### src/rtl/uart_bus_pkg.sv
// uart_bus_pkg: shared definitions for the UART register-bus master.
//   - command/response byte codes exchanged with the host
//   - FSM state type of uart_bus_master
//   - ADDR byte field positions (mirrored by the host software header)
package uart_bus_pkg;

  localparam logic [7:0] CMD_WRITE = 8'h57;  // 'W'
  localparam logic [7:0] CMD_READ  = 8'h52;  // 'R'
  localparam logic [7:0] RSP_ACK   = 8'h4B;  // 'K'
  localparam logic [7:0] RSP_ERR   = 8'h45;  // 'E'

  // ADDR byte layout: [7:4] decoder leg index, [3:0] register offset
  localparam int unsigned LEG_MSB = 7;
  localparam int unsigned LEG_LSB = 4;
  localparam int unsigned OFS_MSB = 3;
  localparam int unsigned OFS_LSB = 0;

  // Register data always travels as four bytes, LSB first
  localparam int unsigned WORD_BYTES = 4;

  typedef logic [2:0] byte_cnt_t;

  typedef enum logic [2:0] {
    ST_IDLE,
    ST_GET_ADDR,
    ST_GET_DATA,
    ST_BUS_WR,
    ST_BUS_RD,
    ST_SEND
  } bus_state_t;

endpackage

### src/rtl/uart_bus_tx_serializer.sv
// uart_bus_tx_serializer: emits 1..4 bytes of a word, LSB first, over a
// valid/ready handshake toward the UART transmitter.
//   clk, rst     clock, asynchronous active-high reset
//   load         capture load_word/load_count (only while idle)
//   load_word    word to send, byte 0 goes out first
//   load_count   number of bytes to send (1 or 4)
//   tx_data      current byte, stable while tx_valid && !tx_ready
//   tx_valid     a byte is on offer
//   tx_ready     transmitter accepts on tx_valid && tx_ready
//   done         pulses in the cycle the last byte is accepted
module uart_bus_tx_serializer
  import uart_bus_pkg::*;
#(
  parameter int unsigned WORD_WIDTH = 32
) (
  input  logic                  clk,
  input  logic                  rst,
  input  logic                  load,
  input  logic [WORD_WIDTH-1:0] load_word,
  input  byte_cnt_t             load_count,
  output logic [7:0]            tx_data,
  output logic                  tx_valid,
  input  logic                  tx_ready,
  output logic                  done
);

  logic [WORD_WIDTH-1:0] word_q;
  byte_cnt_t             left_q;
  logic                  accept;

  assign accept   = tx_valid && tx_ready;
  assign tx_valid = (left_q != '0);
  assign tx_data  = word_q[7:0];
  assign done     = accept && (left_q == byte_cnt_t'(1));

  always_ff @(posedge clk or posedge rst) begin
    if (rst) begin
      word_q <= '0;
      left_q <= '0;
    end else if (load) begin
      word_q <= load_word;
      left_q <= load_count;
    end else if (accept) begin
      word_q <= word_q >> 8;
      left_q <= left_q - byte_cnt_t'(1);
    end
  end

endmodule

### src/rtl/uart_bus_master.sv
// uart_bus_master: sole initiator on the register-file bus. Parses command
// frames received from the UART, issues single-cycle read/write strobes and
// returns read data / acknowledgements to the UART transmitter.
//   clk, rst          clock, asynchronous active-high reset
//   rx_data/rx_valid  received byte, rx_valid is a one-cycle pulse
//   tx_data/tx_valid/tx_ready  response byte stream (valid/ready)
//   addr              register offset (holds last value)
//   wr_en, rd_en      one-cycle write / read strobes
//   wdata             write data (holds last value)
//   addr_decoder_leg  one-hot block select, nonzero only with a strobe
//   rdata             combinational read data, sampled in the rd_en cycle
//   busy              FSM not in IDLE
//   timeout_err       pulse after an inter-byte timeout aborted a frame
//   rx_drop           pulse after a byte was discarded in BUS_*/SEND
// Frame: CMD ('W'/'R'), ADDR ([7:4] leg, [3:0] offset), write adds 4 data
// bytes LSB first. Responses: 'K' for write, 4 data bytes for read, 'E' on
// bad command or out-of-range leg.
module uart_bus_master
  import uart_bus_pkg::*;
#(
  parameter int unsigned ADDR_WIDTH     = 4,
  parameter int unsigned DATA_WIDTH     = 32,
  parameter int unsigned NUM_LEGS       = 4,
  parameter int unsigned TIMEOUT_CYCLES = 100000
) (
  input  logic                  clk,
  input  logic                  rst,
  input  logic [7:0]            rx_data,
  input  logic                  rx_valid,
  output logic [7:0]            tx_data,
  output logic                  tx_valid,
  input  logic                  tx_ready,
  output logic [ADDR_WIDTH-1:0] addr,
  output logic                  wr_en,
  output logic                  rd_en,
  output logic [DATA_WIDTH-1:0] wdata,
  output logic [NUM_LEGS-1:0]   addr_decoder_leg,
  input  logic [DATA_WIDTH-1:0] rdata,
  output logic                  busy,
  output logic                  timeout_err,
  output logic                  rx_drop
);

  localparam int unsigned LEG_W = (NUM_LEGS > 1) ? $clog2(NUM_LEGS) : 1;
  localparam int unsigned TO_W  = (TIMEOUT_CYCLES > 1) ? $clog2(TIMEOUT_CYCLES) : 1;
  localparam logic [TO_W-1:0] TO_MAX = TO_W'(TIMEOUT_CYCLES - 1);

  bus_state_t state_q, state_d;

  logic                  is_wr_q;
  logic [1:0]            byte_q;
  logic [LEG_W-1:0]      leg_q;
  logic [ADDR_WIDTH-1:0] addr_q;
  logic [DATA_WIDTH-1:0] wdata_q;
  logic [TO_W-1:0]       to_cnt_q;
  logic                  timeout_q;
  logic                  drop_q;

  logic                  ser_load;
  logic [DATA_WIDTH-1:0] ser_word;
  byte_cnt_t             ser_count;
  logic                  ser_done;

  logic in_get;
  logic cmd_ok;
  logic leg_bad;
  logic to_hit;
  logic to_fire;
  logic latch_addr;
  logic take_data;
  logic drop;

  assign in_get  = (state_q == ST_GET_ADDR) || (state_q == ST_GET_DATA);
  assign cmd_ok  = (rx_data == CMD_WRITE) || (rx_data == CMD_READ);
  assign leg_bad = 32'(rx_data[LEG_MSB:LEG_LSB]) >= NUM_LEGS;
  assign to_hit  = in_get && (to_cnt_q == TO_MAX);

  assign busy        = (state_q != ST_IDLE);
  assign wr_en       = (state_q == ST_BUS_WR);
  assign rd_en       = (state_q == ST_BUS_RD);
  assign addr        = addr_q;
  assign wdata       = wdata_q;
  assign timeout_err = timeout_q;
  assign rx_drop     = drop_q;

  always_comb begin
    addr_decoder_leg = '0;
    if ((state_q == ST_BUS_WR) || (state_q == ST_BUS_RD)) begin
      addr_decoder_leg[leg_q] = 1'b1;
    end
  end

  always_ff @(posedge clk or posedge rst) begin
    if (rst) begin
      state_q <= ST_IDLE;
    end else begin
      state_q <= state_d;
    end
  end

  // A byte arriving in the cycle the timeout would fire takes priority:
  // the rx_valid branches are tested before to_hit.
  always_comb begin
    state_d    = state_q;
    ser_load   = 1'b0;
    ser_word   = '0;
    ser_count  = byte_cnt_t'(1);
    latch_addr = 1'b0;
    take_data  = 1'b0;
    to_fire    = 1'b0;
    drop       = 1'b0;
    unique case (state_q)
      ST_IDLE: begin
        if (rx_valid) begin
          if (cmd_ok) begin
            state_d = ST_GET_ADDR;
          end else begin
            ser_load = 1'b1;
            ser_word = DATA_WIDTH'(RSP_ERR);
            state_d  = ST_SEND;
          end
        end
      end
      ST_GET_ADDR: begin
        if (rx_valid) begin
          if (leg_bad) begin
            ser_load = 1'b1;
            ser_word = DATA_WIDTH'(RSP_ERR);
            state_d  = ST_SEND;
          end else begin
            latch_addr = 1'b1;
            state_d    = is_wr_q ? ST_GET_DATA : ST_BUS_RD;
          end
        end else if (to_hit) begin
          to_fire = 1'b1;
          state_d = ST_IDLE;
        end
      end
      ST_GET_DATA: begin
        if (rx_valid) begin
          take_data = 1'b1;
          if (byte_q == 2'd3) begin
            state_d = ST_BUS_WR;
          end
        end else if (to_hit) begin
          to_fire = 1'b1;
          state_d = ST_IDLE;
        end
      end
      ST_BUS_WR: begin
        drop     = rx_valid;
        ser_load = 1'b1;
        ser_word = DATA_WIDTH'(RSP_ACK);
        state_d  = ST_SEND;
      end
      ST_BUS_RD: begin
        drop      = rx_valid;
        ser_load  = 1'b1;
        ser_word  = rdata;
        ser_count = byte_cnt_t'(WORD_BYTES);
        state_d   = ST_SEND;
      end
      ST_SEND: begin
        drop = rx_valid;
        if (ser_done) begin
          state_d = ST_IDLE;
        end
      end
      default: state_d = ST_IDLE;
    endcase
  end

  always_ff @(posedge clk or posedge rst) begin
    if (rst) begin
      is_wr_q   <= 1'b0;
      byte_q    <= '0;
      leg_q     <= '0;
      addr_q    <= '0;
      wdata_q   <= '0;
      to_cnt_q  <= '0;
      timeout_q <= 1'b0;
      drop_q    <= 1'b0;
    end else begin
      if ((state_q == ST_IDLE) && rx_valid) begin
        is_wr_q <= (rx_data == CMD_WRITE);
      end
      if (latch_addr) begin
        addr_q <= rx_data[ADDR_WIDTH-1:0];
        leg_q  <= LEG_W'(rx_data[LEG_MSB:LEG_LSB]);
        byte_q <= '0;
      end
      if (take_data) begin
        wdata_q[{byte_q, 3'b000} +: 8] <= rx_data;
        byte_q <= byte_q + 2'd1;
      end
      // Runs only while a frame is partially received; saturates at TO_MAX
      if (!in_get || rx_valid) begin
        to_cnt_q <= '0;
      end else if (to_cnt_q != TO_MAX) begin
        to_cnt_q <= to_cnt_q + TO_W'(1);
      end
      timeout_q <= to_fire;
      drop_q    <= drop;
    end
  end

  uart_bus_tx_serializer #(
    .WORD_WIDTH (DATA_WIDTH)
  ) u_tx_ser (
    .clk        (clk),
    .rst        (rst),
    .load       (ser_load),
    .load_word  (ser_word),
    .load_count (ser_count),
    .tx_data    (tx_data),
    .tx_valid   (tx_valid),
    .tx_ready   (tx_ready),
    .done       (ser_done)
  );

endmodule

### config.mk
export PLATFORM = sky130hd
export DESIGN_NAME = uart_bus_master
export DESIGN_NICKNAME = d
export VERILOG_FILES = /design/src/rtl/uart_bus_pkg.sv /design/src/rtl/uart_bus_tx_serializer.sv /design/src/rtl/uart_bus_master.sv
export SDC_FILE = /design/constraint.sdc
export NUM_CORES = 1
export LEC_CHECK = 0
export BUFFER_PORTS_ARGS = -buffer_cell sky130_fd_sc_hd__buf_2
export CORE_UTILIZATION = 55
export CTS_CLUSTER_DIAMETER = 200
export DETAILED_ROUTE_END_ITERATION = 10
export PLACE_DENSITY = 0.8
export REMOVE_ABC_BUFFERS = 1
export SLEW_MARGIN = 5
export SYNTH_ARGS = -nofsm -noshare
export SYNTH_HDL_FRONTEND = slang
export SYNTH_SLANG_ARGS = --single-unit
export TNS_END_PERCENT = 5
### constraint.sdc
create_clock -name clk -period 6.6 [get_ports clk]
set_input_delay 0.99 -clock clk [delete_from_list [all_inputs] [get_ports clk]]
set_output_delay 0.99 -clock clk [all_outputs]
set_load 0.02 [all_outputs]
==> qor.csv, run 1 <==
metric,value,unit
vias,3973,
ant_nets,0,
cts_buffer_depth,2,
power.share.clock,20.9,%
finalClockSkew,0.01235,ns
whs_path_depth,2,
grt_max_degree,63,
die_w,94.64,microns
nets,625,
synth_ff_type,dfrtp_1,
insertion_delay,0.37,ns
firstDrtPassIters,4,
cp.depth,7,
worst_ir_drop_vdd,0.0001966,V
final_common_cell,nand2_1,
grt_pass1_vias,3716,
drt_iter0_drc,299,
hold_violations,0,
crit_fanout,33,
fill_cells,684,
fmax,0.3071,GHz
grt_pass1_wl,18.23,mm
syn_avg_cell_area,9.534,sq um
rows,33,
dieArea,0.008956,sq mm
cp-end-kind,output pin,
fp.coreArea,0.008258,sq mm
yosysSeqAreaShare,51.96,%
synth_edf_count,0,
status,"complete, no violations",
startpoint,state_q[0],
dp_hpwl,7.699,mm
wl_per_cell,16.19,microns
die_h,94.64,microns
layout_common_cells,"nand2_1, dfrtp_1, buf_2, o21ai_0, nor2_1",
internal_power,1313,uW
r2r_end,wdata[11],
clock-sinks,98,
cts_setup_buffers,0,
cp.required,5.61,ns
setup_tns,0,ns
period_needed,3.256,ns
vias_per_cell,5.834,
drc,0,
pwr-share-seq,40.8,%
worstSetupStartpointType,register,
yosysUniqueCellTypes,52,
syn-cell-area,0.004720,sq mm
power_switching_share,38.33,%
yosys_warnings,0,
drive_above_1_share,23.26,%
io_pins,98,
grt_overflow_total,0,
ctsHoldBuffers,0,
timing.max_cap.violations,0,
syn_inst,495,
cts_resized,0,
antenna_found_initial,0,
portBuffers,97,
r2r_slack,4.04,ns
cts-root-buf,clkbuf_8,
r2r_cells,4,
crit_chain,inv_1 > nand2_1 > inv_1 > buf_4 > nor2_1 > and3b_1 > buf_2,
async_flop_share,100.0,%
cts_tree,done,
holdWs,0.4858,ns
power.switching,815.9,uW
cp-endpoint,addr_decoder_leg[3],
arrival,2.27,ns
timing.rr.start,state_q[1],
relSlewSlack,24.79,%
combPwrFrac,38.4,%
cts_buffers,9,
num_antenna_cells,0,
min_path_type,reg -> reg,
p_total,2129,uW
final_util,65.76,%
fin_crit_sh,49.34,%
cts_max_level,3,
start_util,57.15,%
power.density,392.0,mW/mm^2
path_buf_inv,4,
finalMaxSlewViolations,0,
path_class,reg -> out,
synth.ff_latch_count,98,
finalWirelength,11.02,mm
slowest_stage,dfrtp_1,
worstMarginPinSlew,1.113,ns
power.leakage,0.002531,uW
critPathMaxStageDelay,0.62,ns
place_congestion,0.8357,
cpLargestDelayFamily,buffers and inverters,
rsz0062_at_grt,false,
path_clk_slew,0.09,ns
final-setup-viol-count,0,
syn_to_final_growth,15.06,%
grt_usage,26.50,%
crit_path_frequent_cell,inv_1,
-- logic make-up (layout without fill, tap and decap cells) --
kind of cell               Yosys count  after routing  synth area share (%)
and+or+nand+nor                    200            200                 20.07
AOI/OAI and AO/OA                  122            122                 16.89
DFF                                 98             98                 51.96
buffers and inverters               45            126                 4.268
muxes                               11             11                 2.492
adders and majority gates           10             10                 2.651
xor gates and xnor gates             9              9                 1.670
-- worst min path at each step --
stage,from,endpoint,slack [ns]
detailed placement,wdata[2],wdata[2],0.46
finish,wdata[2],wdata[2],0.49
global placement,wdata[7],wdata[7],0.46
CTS,wdata[2],wdata[2],0.49
floorplan,u_tx_ser.word_q[24],u_tx_ser.word_q[24],0.47
global route,wdata[6],wdata[6],0.52
-- cell usage after synthesis, drive strengths merged (8+ instances only) --
library cell / n / area [sq um]
a21oi: 13 / 65.06
a22o: 8 / 70.07
a2bb2oi: 19 / 166.4
buf: 12 / 77.58
clkbuf: 24 / 90.09
dfrtp: 98 / 2452
ha: 10 / 125.1
inv: 9 / 33.78
nand2: 110 / 412.9
nand3: 8 / 40.04
nor2: 27 / 101.4
o21ai: 42 / 210.2
o22ai: 22 / 137.6
-- sequential cells by signal, summed over array words and instances (netlist names), 2 cells and up --
name,count
u_tx_ser.word_q,32
to_cnt_q,17
u_tx_ser.left_q,3
wdata,32
state_q,3
byte_q,2
addr,4
leg_q,2
-- power groups by stage --
| stage | Combinational [uW] | Sequential, uW | Clock [uW] |
|---|---|---|---|
| after floorplan | 537 | 904 | 0 |
| after global routing | 902 | 889 | 474 |
| after detailed placement | 812 | 876 | 0 |
| final | 817 | 868 | 444 |
| after global placement | 777 | 869 | 0 |
| after CTS | 816 | 865 | 451 |
-- layer usage --
metal,global-route usage (%),vias to the layer above,part of all wire [%]
met1,35.99,1943,44
met4,6.692,0,0.98
li1,-,1899,-
met2,42.21,121,49
met3,7.246,10,6.2
met5,0,-,0
-- area by class of cell --
cell class | count | area, sq um | area share [%]
multi-input cells | 352 | 2066 | 38.04
inverters | 9 | 36.28 | 0.6682
flip-flops and latches | 98 | 2452 | 45.16
repair buffers | 101 | 515.5 | 9.493
well taps | 105 | 131.4 | 2.419
clock inverters | 7 | 105.1 | 1.935
clock buffers | 9 | 123.9 | 2.281
-- through the flow --
stage	instance area, sq um	cells	worst slack, ns
after floorplan	4552	459	3.048
after global placement	5201	665	3.382
after detailed placement	5201	665	3.295
after CTS	5430	681	3.343
after global routing	5430	681	3.115
final	5430	681	3.344
-- tightest hold or removal path, stage by stage (launching register included) --
cell,delay (ns)
dfrtp_1,0.35
nand2_1,0.05
o21ai_0,0.06
Power figures use the tool's default switching activity.
==> inputs of run 2 (changes only) <==
clock period = 3.4 ns   (was 6.6 ns; I/O delays follow)
==> run 2 against run 1 <==
Via count down 0.70%; clock power up 68%; sequential cell count unchanged; sequential power up 94%; power up 89%; design area up 0.12%; non-clock buffer count up 5; first-iteration DRC count down 5.4%; hold slack worse by 0.23 ns; die area unchanged; utilization up 0.076 points; sequential share of layout area down 0.052 points; critical path type unchanged; largest cell class unchanged; largest power group unchanged.
==> qor.csv, run 2 (same netlist as run 1, synthesis figures left out) <==
metric,value,unit,change
fin_crit_sh,76.81,%,
cp.required,2.89,ns,-2.72 ns
cts_setup_buffers,0,,unchanged
ant_nets,0,,unchanged
crit_chain,inv_1 > nand2_1 > inv_1 > nor2_1 > and3b_1 > buf_2,,
arrival,2.10,ns,-0.17 ns
power.density,739.7,mW/mm^2,+89%
worstSetupStartpointType,register,,
grt_pass1_vias,3803,,+2.3%
place_congestion,0.8952,,+7.1%
finalWirelength,11.09,mm,+0.57%
dieArea,0.008956,sq mm,unchanged
cpLargestDelayFamily,simple AND/OR/NAND/NOR gates,,
wl_per_cell,16.16,microns,-0.16%
start_util,57.15,%,unchanged
ctsHoldBuffers,0,,unchanged
holdWs,0.2588,ns,-0.2271 ns
cts_resized,0,,unchanged
firstDrtPassIters,4,,unchanged
dp_hpwl,7.875,mm,+2.3%
power.share.clock,18.6,%,-2.3 points
rsz0062_at_grt,false,,
grt_overflow_total,0,,unchanged
worstMarginPinSlew,1.013,ns,-0.09968 ns
status,"complete, no violations",,
finalClockSkew,0.01254,ns,+0.0001926 ns
final_common_cell,nand2_1,,
relSlewSlack,32.30,%,+7.5 points
power.switching,1576,uW,+93%
grt_usage,26.40,%,-0.10 points
drt_iter0_drc,283,,-5.4%
nets,630,,+0.80%
cts_buffers,9,,unchanged
fill_cells,695,,+1.6%
crit_fanout,13,,-61%
vias,3945,,-0.70%
portBuffers,97,,unchanged
io_pins,98,,unchanged
clock-sinks,98,,unchanged
critPathMaxStageDelay,0.62,ns,about the same
layout_common_cells,"nand2_1, dfrtp_1, buf_2, o21ai_0, nor2_1",,
path_buf_inv,3,,-1
grt_pass1_wl,18.10,mm,-0.72%
vias_per_cell,5.751,,-1.4%
grt_max_degree,60,,-4.8%
cp-end-kind,output pin,,
path_class,reg -> out,,
cts_tree,done,,
drc,0,,unchanged
fmax,0.3829,GHz,
insertion_delay,0.37,ns,about the same
die_w,94.64,microns,unchanged
syn_to_final_growth,15.19,%,
num_antenna_cells,0,,unchanged
setup_tns,0,ns,unchanged
period_needed,2.611,ns,
power.leakage,0.002546,uW,+0.59%
rows,33,,unchanged
timing.max_cap.violations,0,,unchanged
pwr-share-seq,41.9,%,+1.1 points
drive_above_1_share,23.92,%,+0.66 points
die_h,94.64,microns,unchanged
combPwrFrac,39.5,%,+1.1 points
slowest_stage,dfrtp_1,,
antenna_found_initial,0,,unchanged
hold_violations,0,,unchanged
cts_buffer_depth,2,,unchanged
finalMaxSlewViolations,0,,unchanged
power_switching_share,39.19,%,+0.86 points
min_path_type,in -> async,,
internal_power,2445,uW,+86%
crit_path_frequent_cell,inv_1,,
fp.coreArea,0.008258,sq mm,unchanged
cts_max_level,3,,unchanged
path_clk_slew,0.10,ns,about the same
final-setup-viol-count,0,,unchanged
cts-root-buf,clkbuf_8,,
worst_ir_drop_vdd,0.0003977,V,+100%
[run 2: cell count changes in the layout (fill, tap and decap cells not counted)]
cell and delta:
bufinv_16 -2, clkinv_4 +3, clkbuf_8 +2, clkinvlp_4 -1, buf_4 +5, inv_6 -2
[run 2: through the flow]
stage	cells	cell area, sq um	power [uW]	utilization [%]	setup slack, ns
floorplan	459	4552	2797	-	0.3279
global placement	670	5239	3202	63.44	0.9826
detailed placement	670	5239	3283	63.44	0.8701
CTS	686	5436	4030	65.83	0.7997
global route	686	5436	4279	65.83	0.6463
finish	686	5436	4021	65.83	0.7886
[run 2: power by group through the flow]
stage	registers (uW)	logic (uW)	clock network, uW
final	1680	1590	747
after global routing	1720	1760	799
after CTS	1680	1590	756
after detailed placement	1700	1580	0
after global placement	1680	1520	0
after floorplan	1750	1040	0
[run 2: final timing paths]
| path | from | to | slack (ns) | cells after the start |
|---|---|---|---|---|
| setup / recovery | state_q[0] | addr_decoder_leg[3] | 0.79 | 6 |
| hold / removal | rst | wdata[26] | 0.26 | 2 |
| setup reg to reg | state_q[0] | u_tx_ser.word_q[8] | 0.87 | 6 |
| hold reg to reg | wdata[13] | wdata[13] | 0.49 | 2 |
| max in group asynchronous | rst | u_tx_ser.word_q[2] | 2.36 | 3 |
| min in group clk | rdata[3] | u_tx_ser.word_q[3] | 0.34 | 3 |
[run 2: layout make-up]
type                       count  area (sq um)  area share (%)
clock buffer                  11         151.4           2.785
clock inverter                 5         46.29          0.8516
inverter                       9         36.28          0.6674
multi-input combinational    352          2066           38.00
sequential                    98          2452           45.11
tap                          105         131.4           2.417
timing repair buffer         106         553.0           10.17
[run 2: worst reg2reg max path: cells and delay by family, from the launching register on]
family | cells | cell delay (ns)
AOI/OAI and AO/OA | 3 | 0.98
buffers and inverters | 2 | 0.55
DFF | 1 | 0.62
muxes | 1 | 0.30
[run 2: metal layers]
metal	wire length (microns)	track usage (%)	vias to the layer above
li1	-	-	1910
met1	4963	36.09	1895
met2	5280	40.47	119
met3	615	5.475	21
met4	227	12.12	0
met5	0	0	-
